**src/rtl/el_dr_sync_sink.sv**
```systemverilog
// Dual-rail completion sink: syncs adder rails into clk and runs the 4-phase ack.
// Ports: in_s/in_c rails in, ack_o out, out_sum/out_carry/out_valid/out_ready register, err (EL_DR_SINK_ERR_EN).
module el_dr_sync_sink #(
  parameter int WIDTH       = 32,
  parameter int RAIL_NUM    = 2,
  parameter int SYNC_STAGES = 2
) (
  input  logic                      clk,
  input  logic                      rst,
  input  logic [RAIL_NUM*WIDTH-1:0] in_s,
  input  logic [RAIL_NUM-1:0]       in_c,
  output logic                      ack_o,
  output logic [WIDTH-1:0]          out_sum,
  output logic                      out_carry,
  output logic                      out_valid,
  input  logic                      out_ready,
  output logic                      err
);

  localparam int NP = WIDTH + 1;
  localparam int NR = RAIL_NUM * NP;

  localparam logic [0:0] WAIT_DATA = 1'b0;
  localparam logic [0:0] WAIT_NULL = 1'b1;

  if (RAIL_NUM != 2) begin : g_bad_rails
    $error("el_dr_sync_sink: RAIL_NUM must be 2");
  end
  if (SYNC_STAGES < 2) begin : g_bad_sync
    $error("el_dr_sync_sink: SYNC_STAGES must be >= 2");
  end

  logic [NR-1:0] sync_q [SYNC_STAGES];
  logic [NR-1:0] rails;
  logic [NP-1:0] dec;
  logic          all_data;
  logic          all_null;
  logic          illegal;
  logic [0:0]    state_q;
  logic          load;
  logic          drop;

  // Carry pair sits above the sum pairs so pair WIDTH is the carry.
  always_ff @(posedge clk or negedge rst) begin
    if (!rst) begin
      for (int i = 0; i < SYNC_STAGES; i++) begin
        sync_q[i] <= '0;
      end
    end else begin
      sync_q[0] <= {in_c, in_s};
      for (int i = 1; i < SYNC_STAGES; i++) begin
        sync_q[i] <= sync_q[i-1];
      end
    end
  end

  assign rails = sync_q[SYNC_STAGES-1];

  always_comb begin
    all_data = 1'b1;
    all_null = 1'b1;
    illegal  = 1'b0;
    dec      = '0;
    for (int p = 0; p < NP; p++) begin
      unique case (rails[2*p +: 2])
        2'b00: all_data = 1'b0;
        2'b01: all_null = 1'b0;
        2'b10: all_null = 1'b0;
        default: begin
          all_data = 1'b0;
          all_null = 1'b0;
          illegal  = 1'b1;
        end
      endcase
      dec[p] = rails[2*p+1];
    end
  end

  // A full register that is not draining blocks capture, which
  // keeps ack low and stalls the producer in its DATA phase.
  always_comb begin
    load = 1'b0;
    drop = 1'b0;
    unique case (1'b1)
      (state_q == WAIT_DATA):
        load = all_data & (~out_valid | out_ready);
      (state_q == WAIT_NULL):
        drop = all_null;
      default: ;
    endcase
  end

  always_ff @(posedge clk or negedge rst) begin
    if (!rst) begin
      state_q <= WAIT_DATA;
    end else if (load) begin
      state_q <= WAIT_NULL;
    end else if (drop) begin
      state_q <= WAIT_DATA;
    end
  end

  assign ack_o = (state_q == WAIT_NULL);

  always_ff @(posedge clk or negedge rst) begin
    if (!rst) begin
      out_sum   <= '0;
      out_carry <= 1'b0;
      out_valid <= 1'b0;
    end else if (load) begin
      out_sum   <= dec[WIDTH-1:0];
      out_carry <= dec[WIDTH];
      out_valid <= 1'b1;
    end else if (out_ready) begin
      out_valid <= 1'b0;
    end
  end

`ifdef EL_DR_SINK_ERR_EN
  logic err_q;

  always_ff @(posedge clk or negedge rst) begin
    if (!rst) begin
      err_q <= 1'b0;
    end else if (illegal) begin
      err_q <= 1'b1;
    end
  end

  assign err = err_q;
`else
  // Without detection an illegal pair only blocks capture.
  logic unused_illegal;
  assign unused_illegal = illegal;
  assign err = 1'b0;
`endif

endmodule

```
**config.mk**
```make
export PLATFORM = sky130hd
export DESIGN_NAME = el_dr_sync_sink
export DESIGN_NICKNAME = d
export VERILOG_FILES = /design/src/rtl/el_dr_sync_sink.sv
export SDC_FILE = /design/constraint.sdc
export NUM_CORES = 1
export LEC_CHECK = 0
export ABC_CLOCK_PERIOD_IN_PS = 1700
export CORE_ASPECT_RATIO = 1.1
export CORE_MARGIN = 2
export CORE_UTILIZATION = 29
export CTS_BUF_LIST = sky130_fd_sc_hd__clkbuf_16
export CTS_CLUSTER_DIAMETER = 150
export DETAILED_ROUTE_END_ITERATION = 8
export SYNTH_ARGS = -nofsm -noshare
export SYNTH_HDL_FRONTEND = slang
export SYNTH_SLANG_ARGS = --single-unit
```
**constraint.sdc**
```tcl
create_clock -name clk -period 1.7 [get_ports clk]
set_input_delay 0.17 -clock clk [delete_from_list [all_inputs] [get_ports clk]]
set_output_delay 0.17 -clock clk [all_outputs]
set_load 0.02 [all_outputs]
```
==> flow_metrics.tcl <==
set metrics [dict create \
    hpwl_um 7560 \
    synth.cell_area_um2 5540 \
    dieHeight_um 149 \
    p_seq_share_pct 50.6 \
    place_area_um2 7000 \
    layout-drive-gt1-share_pct 20.3 \
    maxCapViolations 0 \
    antenna_found_initial 0 \
    violations "negative setup slack" \
    skew_ns 0.00756 \
    clock_sinks 167 \
    dp_cells 692 \
    fin_nets 576 \
    via_per_inst 3.87 \
    power_density_nw_per_um2 1070 \
    cp_max_fo 8 \
    synth.avg_cell_area_um2 16.7 \
    crit_path_cell_trace "inv_1 -> ha_1 -> nand4_1 -> nor3_2 -> nand3_2 -> buf_6 -> clkbuf_16 -> mux2_4" \
    finalHoldViolations 0 \
    clk_pin_slew_ns 0.06 \
    drv_slew 0 \
    wl_um 10900 \
    hp-start "in_s[7]" \
    cts_max_path_buffers 2 \
    synthMuxAreaShare_pct 8.60 \
    rsz0062_at_grt "true" \
    setup_viol 34 \
    cts_tree "done" \
    r2r-start "rails[9]" \
    io_buffers 103 \
    synth_compound_area_share_pct 0.135 \
    status "finished, violations left" \
    io_pins 105 \
    cp.required_ns 2.00 \
    num_rows 53 \
    synth_top_family_by_area "multiplexers" \
    min_to "sync_q[73]" \
    yosys_warnings 0 \
    power_mw 8.28 \
    r2r_end "out_sum[19]" \
    ant_nets 0 \
    vias 2840 \
    fmax_mhz 499 \
    fin_area_um2 7770 \
    grt_overflow 0 \
    syn2layout_area_growth_pct 40.3 \
    grt_pass1_wl_um 16900 \
    holdPathStages 1 \
    die_area_um2 20200 \
    period_minus_slack_ns 2.01 \
    start_kind "flop" \
    post-route-period-util_pct 118 \
    grt_max_degree 48 \
    syn_inst 332 \
    end_kind "flop" \
    rr_worst_depth 8 \
    num-fill-cells 1755 \
    clock_latency_ns 0.41 \
    grt_usage_pct 11.4 \
    worst_slack_ns -0.306 \
    whs_ns 0.192 \
    p_leak_nw 3.79 \
    hp-class "in2reg" \
    path_class "reg2reg" \
    path_buf_inv 3 \
    vdd_drop_max_mv 0.738 \
    p_int_mw 6.51 \
    ff2ff_setup_slack_ns -0.31 \
    utilization_pct 41.1 \
    grt_pass1_vias 3181 \
    ctsRootBufferMaster "clkbuf_16" \
    pwr-share-comb_pct 5.2 \
    synth-seq-cells 167 \
    critical_path.slowest_cell "dfrtp_1" \
    place.gp.congestion 0.718 \
    crit_family "simple AND/OR/NAND/NOR gates" \
    die_w_um 136 \
    cts.htree.levels 4 \
    wl_per_cell_um 14.8 \
    arrival_ns 2.30 \
    dr.pass1.iters 4 \
    core_area_um2 18900 \
    ys_types 19 \
    drcViolationCount 0 \
    yosysSeqAreaShare_pct 75.4 \
    synth_fa_ha_area_share_pct 7.45 \
    synthXorXnorAreaFrac_pct 0 \
    antenna_cells 0 \
    final_cells 734 \
    p_sw_mw 1.77 \
    slowest_delay_ns 0.36 \
    synth_nets 434 \
    drtIter0Drc 107 \
    initial_core_util_pct 29.3 \
    cts_buffers 17 \
    clkPwrFrac_pct 44.3 \
    synthSimpleGateAreaFrac_pct 3.12 \
    p_sw_share_pct 21.4 \
]
how the worst max path moves through the flow:
stage             endpoint  slack [ns]  depth (start not counted)      start
2_1_floorplan  out_sum[10]       -0.13                          7  rails[33]
3_3_place_gp    out_sum[3]       -0.39                          7  rails[65]
3_5_place_dp    out_sum[8]       -0.39                          7   rails[9]
4_1_cts        out_sum[13]       -0.31                          7  rails[27]
5_1_grt        out_sum[28]       -0.43                          8  rails[27]
6_report       out_sum[19]       -0.31                          8   rails[9]
what timing repair did:
action / in CTS / in global routing
resized for setup: 6 / 10
endpoints found under the setup margin: 35 / 35
hold endpoints to repair: 43 / 0
buffers inserted: 0 / 6
pin swaps: 5 / 5
hold buffers: 1 / 0
cloned: 0 / 3
per-layer routing:
| metal | GRT usage, % | vias to the layer above | routed length [µm] |
|---|---|---|---|
| li1 | - | 1338 | - |
| met2 | 18.7 | 61 | 5580 |
| met5 | 0 | - | 0 |
| met3 | 4.38 | 8 | 487 |
| met4 | 3.13 | 0 | 112 |
| met1 | 14.0 | 1433 | 4700 |
stage by stage:
stage / TNS [ns] / setup slack, ns
after floorplan: -3.65 / -0.132
after global placement: -12.72 / -0.395
after detailed placement: -12.29 / -0.391
after CTS: -9.67 / -0.311
after global routing: -13.38 / -0.426
final: -9.01 / -0.306
layout by cell type, fill, tap and decap left out, drive strengths merged, types with 3 or more instances in the layout:
cell type and n:
nand4 14, mux2 33, ha 33, clkinv 8, buf 22, inv 69, clkbuf 19, nand2 3
clkdlybuf4s50 101, dfrtp 167
cells in the mapped netlist:
cell type  count  area [µm²]
dfrtp_1      167        4180
inv_1         66         248
ha_1          33         413
mux2_4        28         420
nand4_1       14        87.6
mux2_2         5        56.3
buf_6          3        33.8
nand2_1        3        11.3
nor3_1         2        10.0
or4_1          2        15.0
buf_4          1        7.51
conb_1         1        3.75
nand2b_1       1        6.26
nand3_1        1        5.00
nand3_2        1        10.0
nand4b_1       1        8.76
nor2b_1        1        6.26
nor4_2         1        12.5
o31ai_1        1        7.51
flip-flops by register name, summed over array words and instances, names as in the netlist:
name,cells
out_sum,32
sync_q,66
rails,66
out_valid,1
ack_o,1
out_carry,1
logic make-up after synthesis:
logic type      count (synthesis)
other cells                     1
mux                            33
buf+inv                        70
compound gates                  1
simple gates                   27
fa+ha+maj                      33
flops                         167
cell type report:
cell class | instances | area, µm² | area share (%)
Sequential cell | 167 | 4180 | 53.8
Timing Repair Buffer | 127 | 1310 | 16.8
Multi-Input combinational cell | 95 | 1170 | 15.0
Tap cell | 247 | 309 | 3.98
Clock buffer | 17 | 425 | 5.47
Clock inverter | 15 | 139 | 1.79
Inverter | 66 | 248 | 3.19
power groups by stage:
stage	combinational [mW]	sequential [mW]	clock (mW)
after floorplan	0.0918	4.24	0
after global placement	0.405	4.26	0
after detailed placement	0.413	4.26	0
after CTS	0.420	4.19	3.78
after global routing	0.491	4.20	3.96
final	0.428	4.19	3.66
(Power assumes the default switching activity.)
